$ cat config.mk
export PLATFORM = sky130hd
export DESIGN_NAME = router_demux4
export DESIGN_NICKNAME = d
export VERILOG_FILES = /design/src/rtl/router_demux4.sv
export SDC_FILE = /design/constraint.sdc
export NUM_CORES = 1
export LEC_CHECK = 0
export BUFFER_PORTS_ARGS = -buffer_cell sky130_fd_sc_hd__buf_2
export CORE_MARGIN = 4
export CORE_UTILIZATION = 48
export DETAILED_ROUTE_END_ITERATION = 16
export GPL_TIMING_DRIVEN = 0
export PLACE_DENSITY = 0.8
export SLEW_MARGIN = 20
export SYNTH_ARGS = -nofsm -noshare
export SYNTH_HDL_FRONTEND = slang
export SYNTH_SLANG_ARGS = --single-unit
$ cat constraint.sdc
create_clock -name clk_i -period 2.55 [get_ports clk_i]
set_input_delay 0.51 -clock clk_i [delete_from_list [all_inputs] [get_ports clk_i]]
set_output_delay 0.51 -clock clk_i [all_outputs]
set_load 0.01 [all_outputs]
$ cat src/rtl/router_demux4.sv
// -----------------------------------------------------------------------------
// router_demux4
//   Output-steering stage behind the 4-way route computation block. The route
//   code on a header flit selects one of four output ports (00 self, 01 NS,
//   10 WE, 11 diagonal). The whole packet follows that port. The route stays
//   locked until the tail flit has been accepted, so packets never interleave.
//
//   Handshake: a flit moves on the input when in_valid_i & in_ready_o, and on
//   output port p when out_valid_o[p] & out_ready_i[p]. Once a valid is
//   raised, it stays high and its payload stays stable until the transfer
//   completes. Only out_ready_i of the port the buffered flit is tagged for
//   is looked at.
//
//   Optional feature (macro ROUTER_DEMUX_SKID_EN):
//     undefined : one output entry. in_ready_o is combinational from
//                 out_ready_i.
//     defined   : adds a skid entry. in_ready_o is registered, and the
//                 capacity is two flits.
//
//   Ports:
//     clk_i, rst_i    clock, synchronous active-high reset
//     route_i         route code, sampled on an accepted header flit
//     in_valid_i      input flit valid
//     in_data_i       input flit payload
//     in_last_i       input tail marker
//     in_ready_o      input ready
//     out_valid_o     per-port valid (one-hot or zero)
//     out_data_o      payload shared by all ports
//     out_last_o      tail marker of the flit on out_data_o
//     out_ready_i     per-port ready from downstream
//     busy_o          packet in progress (FSM state LOCK); state debug output
//     port_o          currently locked route code
// -----------------------------------------------------------------------------
module router_demux4 #(
  parameter int DATA_W = 16
) (
  input  logic              clk_i,
  input  logic              rst_i,
  input  logic [1:0]        route_i,
  input  logic              in_valid_i,
  input  logic [DATA_W-1:0] in_data_i,
  input  logic              in_last_i,
  output logic              in_ready_o,
  output logic [3:0]        out_valid_o,
  output logic [DATA_W-1:0] out_data_o,
  output logic              out_last_o,
  input  logic [3:0]        out_ready_i,
  output logic              busy_o,
  output logic [1:0]        port_o
);

  typedef enum logic {
    ST_IDLE = 1'b0,
    ST_LOCK = 1'b1
  } state_t;

  state_t            r_state;
  logic [1:0]        r_port;

  // Output entry: every flit carries its own port tag, so a new header may be
  // accepted in the same cycle the previous tail drains.
  logic              r_valid;
  logic [DATA_W-1:0] r_data;
  logic              r_last;
  logic [1:0]        r_tag;

  logic              w_in_xfer;
  logic              w_out_xfer;
  logic [1:0]        w_in_tag;

  assign w_out_xfer = r_valid & out_ready_i[r_tag];
  assign w_in_xfer  = in_valid_i & in_ready_o;
  // Headers take the live route code. Body and tail flits reuse the lock.
  assign w_in_tag   = (r_state == ST_IDLE) ? route_i : r_port;

  // Route lock FSM
  always_ff @(posedge clk_i) begin
    if (rst_i) begin
      r_state <= ST_IDLE;
      r_port  <= 2'b00;
    end else if (w_in_xfer) begin
      case (r_state)
        ST_IDLE: begin
          r_port <= route_i;
          if (!in_last_i) r_state <= ST_LOCK;
        end
        ST_LOCK: begin
          if (in_last_i) r_state <= ST_IDLE;
        end
        default: r_state <= ST_IDLE;
      endcase
    end
  end

`ifdef ROUTER_DEMUX_SKID_EN
  logic              r_skid_valid;
  logic [DATA_W-1:0] r_skid_data;
  logic              r_skid_last;
  logic [1:0]        r_skid_tag;
  logic              r_in_ready;
  logic              w_out_open;
  logic              w_skid_valid_nxt;

  // The output entry can take a new flit when it is empty or draining now.
  assign w_out_open = !r_valid | w_out_xfer;

  // in_ready_o is registered as !skid_valid. An input transfer therefore
  // always finds the skid slot empty.
  always_comb begin
    w_skid_valid_nxt = r_skid_valid;
    if (r_skid_valid && w_out_xfer)      w_skid_valid_nxt = 1'b0;
    else if (w_in_xfer && !w_out_open)   w_skid_valid_nxt = 1'b1;
  end

  always_ff @(posedge clk_i) begin
    if (rst_i) begin
      r_valid      <= 1'b0;
      r_data       <= '0;
      r_last       <= 1'b0;
      r_tag        <= 2'b00;
      r_skid_valid <= 1'b0;
      r_skid_data  <= '0;
      r_skid_last  <= 1'b0;
      r_skid_tag   <= 2'b00;
      r_in_ready   <= 1'b0;
    end else begin
      r_skid_valid <= w_skid_valid_nxt;
      r_in_ready   <= !w_skid_valid_nxt;
      if (w_in_xfer && !w_out_open) begin
        r_skid_data <= in_data_i;
        r_skid_last <= in_last_i;
        r_skid_tag  <= w_in_tag;
      end
      if (r_skid_valid && w_out_xfer) begin
        r_data <= r_skid_data;
        r_last <= r_skid_last;
        r_tag  <= r_skid_tag;
      end else if (w_in_xfer && w_out_open) begin
        r_valid <= 1'b1;
        r_data  <= in_data_i;
        r_last  <= in_last_i;
        r_tag   <= w_in_tag;
      end else if (w_out_xfer) begin
        r_valid <= 1'b0;
      end
    end
  end

  assign in_ready_o = r_in_ready;
`else
  always_ff @(posedge clk_i) begin
    if (rst_i) begin
      r_valid <= 1'b0;
      r_data  <= '0;
      r_last  <= 1'b0;
      r_tag   <= 2'b00;
    end else if (w_in_xfer) begin
      r_valid <= 1'b1;
      r_data  <= in_data_i;
      r_last  <= in_last_i;
      r_tag   <= w_in_tag;
    end else if (w_out_xfer) begin
      r_valid <= 1'b0;
    end
  end

  // Accept when empty or when the current flit leaves this cycle.
  assign in_ready_o = !r_valid | out_ready_i[r_tag];
`endif

  assign out_valid_o = {3'b000, r_valid} << r_tag;
  assign out_data_o  = r_data;
  assign out_last_o  = r_last;
  assign busy_o      = (r_state == ST_LOCK);
  assign port_o      = r_port;

endmodule

==> flow_summary.json, run 1 <==
{
  "status": "finished, final reports clean",
  "first_iter_violations": 4,
  "power_density_mw_per_mm2": 506,
  "ys_top_cells_by_area": "dfxtp_1, nand2b_1, mux2i_1",
  "placed_area_mm2": 0.00131,
  "synth.top_cell.area_share": 0.409,
  "p_leak_nw": 0.666,
  "met3_usage": 0.0327,
  "rows": 16,
  "syn-cell-area_mm2": 0.00103,
  "hold_buffers": 0,
  "hold_viol_final": 0,
  "htreeDepth": 1,
  "stdcell_area_mm2": 0.00134,
  "crit_family": "flip-flops",
  "critPathRequiredTime_ns": 2.04,
  "wirelength_um": 2270,
  "final_net_count": 182,
  "cts_root_buf": "clkbuf_4",
  "final_cell_count_no_fill": 182,
  "firstDrtPassIters": 4,
  "use_met2": 0.279,
  "path_clk_slew_ns": 0.11,
  "drt-wirelength-per-cell_um": 12.5,
  "hold_depth": 3,
  "ctsResizeCount": 0,
  "hold_path_class": "input pin to register",
  "cts_buffers": 3,
  "drive_above_1_share": 0.394,
  "final_cell_mix": "buf_2, nand2b_1, mux2i_1, dfxtp_1, clkbuf_1",
  "critPathLaunchType": "register",
  "placed_cells": 178,
  "post-cts-setup-buffer-count": 0,
  "portBuffers": 50,
  "critPathCaptureType": "output port",
  "drc_errors": 0,
  "clk_latency_ns": 0.30,
  "slew_viol_final": 0,
  "path_cells": "mux2i_1 -> a22oi_1 -> buf_2",
  "r2r-start": "r_tag[0]",
  "yosys.cell_types.count": 19,
  "antenna_found_initial": 0,
  "dieArea_mm2": 0.00295,
  "met1_usage": 0.218,
  "fmax_mhz": 501,
  "dr_total_vias": 871,
  "r2r_cells": 4,
  "ys_ff_latch": 21,
  "rsz0062_at_grt": "false",
  "ff2ff_setup_slack_ns": 0.94,
  "antenna_cells": 0,
  "cp.arrival_ns": 1.49,
  "critPathSlowestCell": "dfxtp_1",
  "synthToLayoutAreaGrowth_pct": 30.2,
  "syn_nets": 127,
  "final_common_cell": "buf_2",
  "yosysSeqAreaShare": 0.409,
  "synth_warnings": 0,
  "tns_ns": 0,
  "fill_cells": 177,
  "antenna_left": 0,
  "grt_usage": 0.174,
  "cts_buffer_depth": 2,
  "finalWeightedCongestion": 0.653,
  "seq_area_um2": 420,
  "dp_hpwl_um": 1790,
  "die_height_um": 54.3,
  "cpPeakStageDelay_ns": 0.48,
  "timing.final.crit_share": 0.783,
  "viasPerCell": 4.79,
  "postLayoutCoreUtil": 0.669,
  "cp_max_fo": 8,
  "rr_endpoint": "busy_o",
  "multi_input_area_um2": 558,
  "grt_pass1_wl_um": 3710,
  "cts.sinks": 21,
  "vdd_drop_max_mv": 0.327,
  "period_needed_ns": 2.00,
  "relSlewSlack": 0.702,
  "busiest_layer": "met2",
  "core_mm2": 0.00200,
  "syn_area_per_cell_um2": 10.2,
  "grt_start_max_net_pins": 12,
  "critPathBufInv": 1,
  "hold_start": "in_data_i[10]",
  "synth_cells": 101,
  "path_class": "register to output port",
  "yosys.area.top_type": "dfxtp_1",
  "gr-total-overflow": 0,
  "cts_tree": "done",
  "finClkSkew_ns": 0.00173,
  "holdPathEnd": "out_data_o[10]",
  "fp.dieW_um": 54.3,
  "worst_pin_slew_ns": 0.447,
  "io_pins": 51,
  "initial_core_util": 0.514,
  "drv_cap": 0,
  "first_global_vias": 827,
  "setup-violations-final": 0
}
==> area by class of cell <==
cell class / count / area share
multi-input combinational: 73 / 0.417
tap: 27 / 0.0252
inverter: 1 / 0.00280
clock buffer: 4 / 0.0196
timing repair buffer: 50 / 0.187
buffer: 6 / 0.0346
sequential: 21 / 0.314
==> registers in the layout (all words and copies together) (netlist names) <==
register    cells
out_data_o     16
r_tag           2
busy_o          1
out_last_o      1
r_valid         1
==> through the flow <==
step           worst slack, ns  power, W  hold slack, ns
2_1_floorplan             1.01  0.000465           0.493
3_3_place_gp             0.877  0.000520           0.455
3_5_place_dp             0.845  0.000526           0.461
4_1_cts                  0.567  0.000687           0.437
5_1_grt                  0.416  0.000715           0.449
6_report                 0.553  0.000677           0.448
==> tightest hold or removal path: cells and delay by family <==
| family | cells | cell delay [ns] |
|---|---|---|
| mux | 1 | 0.06 |
| buf+inv | 1 | 0.09 |
| simple gates | 1 | 0.05 |
==> synthesized netlist by cell type, drive strengths merged <==
| cell | n |
|---|---|
| nand2b | 38 |
| dfxtp | 21 |
| mux2i | 21 |
| clkbuf | 4 |
| a221oi | 2 |
| and2 | 2 |
| and2b | 2 |
| buf | 2 |
| nor2b | 2 |
| a21oi | 1 |
| a22oi | 1 |
| and3 | 1 |
| inv | 1 |
| mux2 | 1 |
| nor2 | 1 |
| or2b | 1 |
==> metal layers <==
metal	wire [um]	vias up
met3	217	5
met1	981	382
li1	-	445
met4	48	0
met5	0	-
met2	1030	39
==> cells by family after synthesis <==
| family | after synthesis | synth area share |
|---|---|---|
| and+or+nand+nor | 47 | 0.292 |
| muxes | 22 | 0.215 |
| DFF | 21 | 0.409 |
| buffers and inverters | 7 | 0.0487 |
| AOI/OAI and AO/OA | 4 | 0.0353 |
==> how the worst max path moves through the flow <==
| stage | end | from | depth (start not counted) | slack [ns] |
|---|---|---|---|---|
| final | in_ready_o | r_tag[0] | 3 | 0.55 |
| after global routing | in_ready_o | r_tag[0] | 3 | 0.42 |
| after CTS | in_ready_o | r_tag[0] | 3 | 0.57 |
| after detailed placement | in_ready_o | out_ready_i[3] | 4 | 0.85 |
| after global placement | busy_o | out_ready_i[3] | 5 | 0.88 |
| after floorplan | busy_o | r_tag[0] | 4 | 1.01 |
==> power breakdown <==
part / internal (W) / switching [W]
combinational: 0.0000798 / 0.0000699
sequential: 0.000352 / 0.0000146
clock: 0.0000611 / 0.0000991
Power figures use the tool's default switching activity.
==> run 2, diff against run 1 <==
--- a/config.mk
+++ b/config.mk
@@ -7,10 +7,10 @@
 export LEC_CHECK = 0
 export BUFFER_PORTS_ARGS = -buffer_cell sky130_fd_sc_hd__buf_2
 export CORE_MARGIN = 4
-export CORE_UTILIZATION = 48
+export CORE_UTILIZATION = 44
 export DETAILED_ROUTE_END_ITERATION = 16
 export GPL_TIMING_DRIVEN = 0
-export PLACE_DENSITY = 0.8
+export PLACE_DENSITY = 0.74
 export SLEW_MARGIN = 20
 export SYNTH_ARGS = -nofsm -noshare
 export SYNTH_HDL_FRONTEND = slang
==> constraint.sdc (replaced) <==
create_clock -name clk_i -period 2.1 [get_ports clk_i]
set_input_delay 0.42 -clock clk_i [delete_from_list [all_inputs] [get_ports clk_i]]
set_output_delay 0.42 -clock clk_i [all_outputs]
set_load 0.01 [all_outputs]
==> run 2 against run 1 <==
Compared with the run above:
- via count increased by 0.92%
- sequential power increased by 22%
- register-to-register slack got worse by 0.49 ns
- core utilization decreased by 6.2 points
- sequential share of layout area decreased by 0.059 points
- power increased by 21%
- critical path depth unchanged
- wire length increased by 1.2%
- clock skew increased by 0.0059 ns
- hold slack got worse by 0.085 ns
- critical path type unchanged
- critical endpoint unchanged
- largest cell class unchanged
==> flow_summary.json, run 2 (synthesized netlist as in run 1, its figures left out) <==
{
  "antenna_found_initial": 0,
  "io_pins": 51,
  "drc_errors": 0,
  "gr-total-overflow": 0,
  "relSlewSlack": 0.666,
  "cts_tree": "done",
  "met1_usage": 0.164,
  "final_common_cell": "buf_2",
  "period_needed_ns": 1.93,
  "htreeDepth": 1,
  "p_leak_nw": 0.668,
  "firstDrtPassIters": 4,
  "path_depth": 3,
  "path_class": "register to output port",
  "portBuffers": 50,
  "path_cells": "mux2i_1 -> a22oi_1 -> buf_2",
  "hold_buffers": 0,
  "cpPeakStageDelay_ns": 0.49,
  "wirelength_um": 2300,
  "finalWeightedCongestion": 0.803,
  "dp_hpwl_um": 1840,
  "placed_cells": 179,
  "drive_above_1_share": 0.400,
  "first_global_vias": 934,
  "initial_core_util": 0.465,
  "power.total_w": 0.000819,
  "busiest_layer": "met2",
  "grt_pass1_wl_um": 3950,
  "critPathCaptureType": "output port",
  "final_cell_mix": "buf_2, nand2b_1, mux2i_1, dfxtp_1, clkbuf_1",
  "rsz0062_at_grt": "false",
  "antenna_cells": 0,
  "hold_depth": 3,
  "viasPerCell": 4.80,
  "cp_max_fo": 8,
  "antenna_left": 0,
  "worst_pin_slew_ns": 0.500,
  "synthToLayoutAreaGrowth_pct": 30.4,
  "drt-wirelength-per-cell_um": 12.6,
  "path_clk_slew_ns": 0.12,
  "vdd_drop_max_mv": 0.475,
  "rows": 17,
  "tns_ns": 0,
  "r2r_cells": 4,
  "power_density_mw_per_mm2": 610,
  "cts_buffers": 3,
  "dieArea_mm2": 0.00317,
  "status": "finished, final reports clean",
  "setup-violations-final": 0,
  "postLayoutCoreUtil": 0.606,
  "die_height_um": 56.3,
  "post-cts-setup-buffer-count": 0,
  "crit_family": "flip-flops",
  "critPathBufInv": 1,
  "dr_total_vias": 879,
  "fmax_mhz": 518,
  "final_cell_count_no_fill": 183,
  "met3_usage": 0.0322,
  "timing.final.crit_share": 0.920,
  "final_net_count": 182,
  "grt_start_max_net_pins": 13,
  "use_met2": 0.287,
  "cts_buffer_depth": 2,
  "grt_usage": 0.152,
  "hold_viol_final": 0,
  "critPathLaunchType": "register",
  "first_iter_violations": 12,
  "cp.arrival_ns": 1.51,
  "finClkSkew_ns": 0.00762,
  "largest_reg_flops": 16,
  "ctsResizeCount": 0,
  "slew_viol_final": 0,
  "fp.dieW_um": 56.3,
  "drv_cap": 0,
  "hold_path_class": "input pin to register",
  "core_mm2": 0.00221,
  "cts.sinks": 21,
  "cts_root_buf": "clkbuf_4",
  "clk_latency_ns": 0.30,
  "critPathRequiredTime_ns": 1.68,
  "critPathSlowestCell": "dfxtp_1"
}
## run 2: cell types whose count changed in the layout (fill, tap and decap cells not counted), sizes merged
cell / delta
clkinv: +1
clkbuf: -1
## run 2: worst paths after layout
path | start | end | slack [ns]
setup / recovery | r_tag[0] | in_ready_o | 0.17
hold / removal | in_data_i[5] | out_data_o[5] | 0.36
setup reg to reg | r_tag[0] | busy_o | 0.45
hold reg to reg | out_data_o[7] | out_data_o[7] | 0.47
## run 2: routing by layer
| metal | part of all wire | wire length (um) | vias up |
|---|---|---|---|
| met4 | 0 | 0 | 0 |
| met1 | 0.41 | 934 | 409 |
| li1 | - | - | 441 |
| met5 | 0 | 0 | - |
| met3 | 0.066 | 151 | 0 |
| met2 | 0.53 | 1220 | 29 |
## run 2: power by group
group	switching, W	leakage (nW)	internal [W]
clock	0.000120	0.0177	0.0000709
sequential	0.0000178	0.173	0.000428
combinational	0.0000850	0.477	0.0000970
total	0.000223	0.668	0.000596
## run 2: cell type report
type	count	area, um2
buffer	6	46.3
clock buffer	3	22.5
clock inverter	1	5.00
fill	227	871
inverter	1	3.75
multi-input combinational	73	558
sequential	21	420
tap	28	35.0
timing repair buffer	50	250
## run 2: worst register-to-register path: stages (launching register included)
cell	delay, ns
dfxtp_1	0.49
mux2i_1	0.19
a221oi_2	0.32
buf_6	0.21
mux2_2	0.34
## run 2: through the flow
step           hold WS [ns]  worst slack [ns]  cell area, um2
3_5_place_dp          0.461             0.473            1310
3_3_place_gp          0.456             0.527            1310
5_1_grt               0.346             0.101            1340
2_1_floorplan         0.493             0.561            1030
6_report              0.363             0.168            1340
4_1_cts               0.354             0.159            1340
==> run 3, diff against run 2 <==
==> config.mk (replaced) <==
export PLATFORM = sky130hd
export DESIGN_NAME = router_demux4
export DESIGN_NICKNAME = d
export VERILOG_FILES = /design/src/rtl/router_demux4.sv
export SDC_FILE = /design/constraint.sdc
export NUM_CORES = 1
export LEC_CHECK = 0
export CORE_MARGIN = 4
export CORE_UTILIZATION = 60
export DETAILED_ROUTE_END_ITERATION = 16
export DONT_BUFFER_PORTS = 1
export GPL_TIMING_DRIVEN = 0
export PLACE_DENSITY = 0.73
export SLEW_MARGIN = 20
export SYNTH_ARGS = -nofsm -noshare
export SYNTH_HDL_FRONTEND = slang
export SYNTH_SLANG_ARGS = --single-unit
==> run 3 against run 2 <==
Compared with the run above:
- combinational power fell by 39%
- sequential share of layout area rose by 7.8 points
- via count fell by 24%
- design area fell by 20%
- global-route usage rose by 0.12 points
- highest routed layer is now met4
==> flow_summary.json, run 3 (synthesized netlist as in run 1, its figures left out) <==
{
  "portBuffers": 0,
  "fp.dieW_um": 49.4,
  "final_cell_mix": "nand2b_1, mux2i_1, dfxtp_1",
  "seq_area_um2": 420,
  "ctsResizeCount": 0,
  "tns_ns": 0,
  "vdd_drop_max_mv": 0.438,
  "drt-wirelength-per-cell_um": 14.8,
  "drc_errors": 0,
  "antenna_found_initial": 0,
  "post-cts-setup-buffer-count": 0,
  "cp_max_fo": 8,
  "clk_latency_ns": 0.29,
  "drv_cap": 0,
  "wirelength_um": 1790,
  "cts_root_buf": "clkbuf_4",
  "fmax_mhz": 557,
  "htreeDepth": 1,
  "synthToLayoutAreaGrowth_pct": 4.50,
  "postLayoutCoreUtil": 0.689,
  "critPathCaptureType": "output port",
  "power_density_mw_per_mm2": 706,
  "relSlewSlack": 0.681,
  "path_class": "register to output port",
  "cts_buffer_depth": 2,
  "drive_above_1_share": 0.105,
  "critPathRequiredTime_ns": 1.68,
  "hold_start": "route_i[1]",
  "hold_depth": 2,
  "hold_path_class": "input pin to register",
  "final_net_count": 132,
  "first_global_vias": 633,
  "largest_reg_flops": 16,
  "worst_pin_slew_ns": 0.478,
  "gr-total-overflow": 0,
  "dieArea_mm2": 0.00244,
  "antenna_cells": 0,
  "holdPathEnd": "r_tag[1]",
  "finalWeightedCongestion": 0.581,
  "finClkSkew_ns": 0.00306,
  "grt_start_max_net_pins": 12,
  "multi_input_area_um2": 558,
  "cts_buffers": 3,
  "period_needed_ns": 1.79,
  "critPathLaunchType": "register",
  "cts_tree": "done",
  "core_mm2": 0.00156,
  "cp.arrival_ns": 1.37,
  "path_clk_slew_ns": 0.11,
  "viasPerCell": 5.55,
  "io_pins": 51,
  "rsz0062_at_grt": "false",
  "cts.sinks": 21,
  "dr_total_vias": 671,
  "r2r-start": "r_tag[0]",
  "grt_pass1_wl_um": 2890,
  "p_leak_nw": 0.441,
  "antenna_left": 0,
  "hold_viol_final": 0,
  "rr_endpoint": "busy_o",
  "firstDrtPassIters": 4,
  "initial_core_util": 0.660,
  "slew_viol_final": 0,
  "final_common_cell": "nand2b_1",
  "ff2ff_setup_slack_ns": 0.45,
  "r2r_cells": 4,
  "dp_hpwl_um": 1370,
  "fill_cells": 136,
  "timing.final.crit_share": 0.854,
  "hold_buffers": 0,
  "setup-violations-final": 0,
  "die_height_um": 49.4,
  "grt_usage": 0.153,
  "first_iter_violations": 3,
  "rows": 14,
  "status": "finished, final reports clean"
}
==> run 3: stage by stage <==
stage	hold slack (ns)	power (W)	area [um2]	setup slack [ns]	std cells
2_1_floorplan	0.493	0.000565	1030	0.561	101
3_3_place_gp	0.506	0.000582	1050	0.459	117
3_5_place_dp	0.510	0.000586	1050	0.451	117
4_1_cts	0.259	0.000773	1070	0.286	121
5_1_grt	0.251	0.000810	1070	0.180	121
6_report	0.267	0.000759	1070	0.306	121
==> run 3: worst max path at each step <==
stage               startpoint          to  slack (ns)
detailed placement    r_tag[0]      busy_o        0.45
global route          r_tag[0]  in_ready_o        0.18
global placement      r_tag[0]      busy_o        0.46
floorplan             r_tag[0]      busy_o        0.56
CTS                   r_tag[0]  in_ready_o        0.29
finish                r_tag[0]  in_ready_o        0.31
==> run 3: routing by layer <==
metal	track usage	vias up	wire, um
met5	0	-	0
met1	0.184	299	702
li1	-	340	-
met4	0.0691	0	13
met3	0.0826	2	227
met2	0.221	30	850
==> run 3: layout make-up <==
type                       instances  share of cell area
buffer                             6              0.0431
clock buffer                       4              0.0244
inverter                           1             0.00349
multi-input combinational         73               0.519
sequential                        21               0.391
tap                               16              0.0186
==> run 3: critical path: stages, from the launching register on <==
cell	delay (ns)
dfxtp_1	0.51
mux2i_1	0.18
a22oi_1	0.39
==> run 3: power breakdown <==
part | leakage [nW] | internal, W | total (W) | switching (W)
logic | 0.253 | 0.0000604 | 0.000111 | 0.0000501
registers | 0.173 | 0.000428 | 0.000463 | 0.0000352
clock network | 0.0150 | 0.0000738 | 0.000185 | 0.000111
total | 0.441 | 0.000562 | 0.000759 | 0.000197
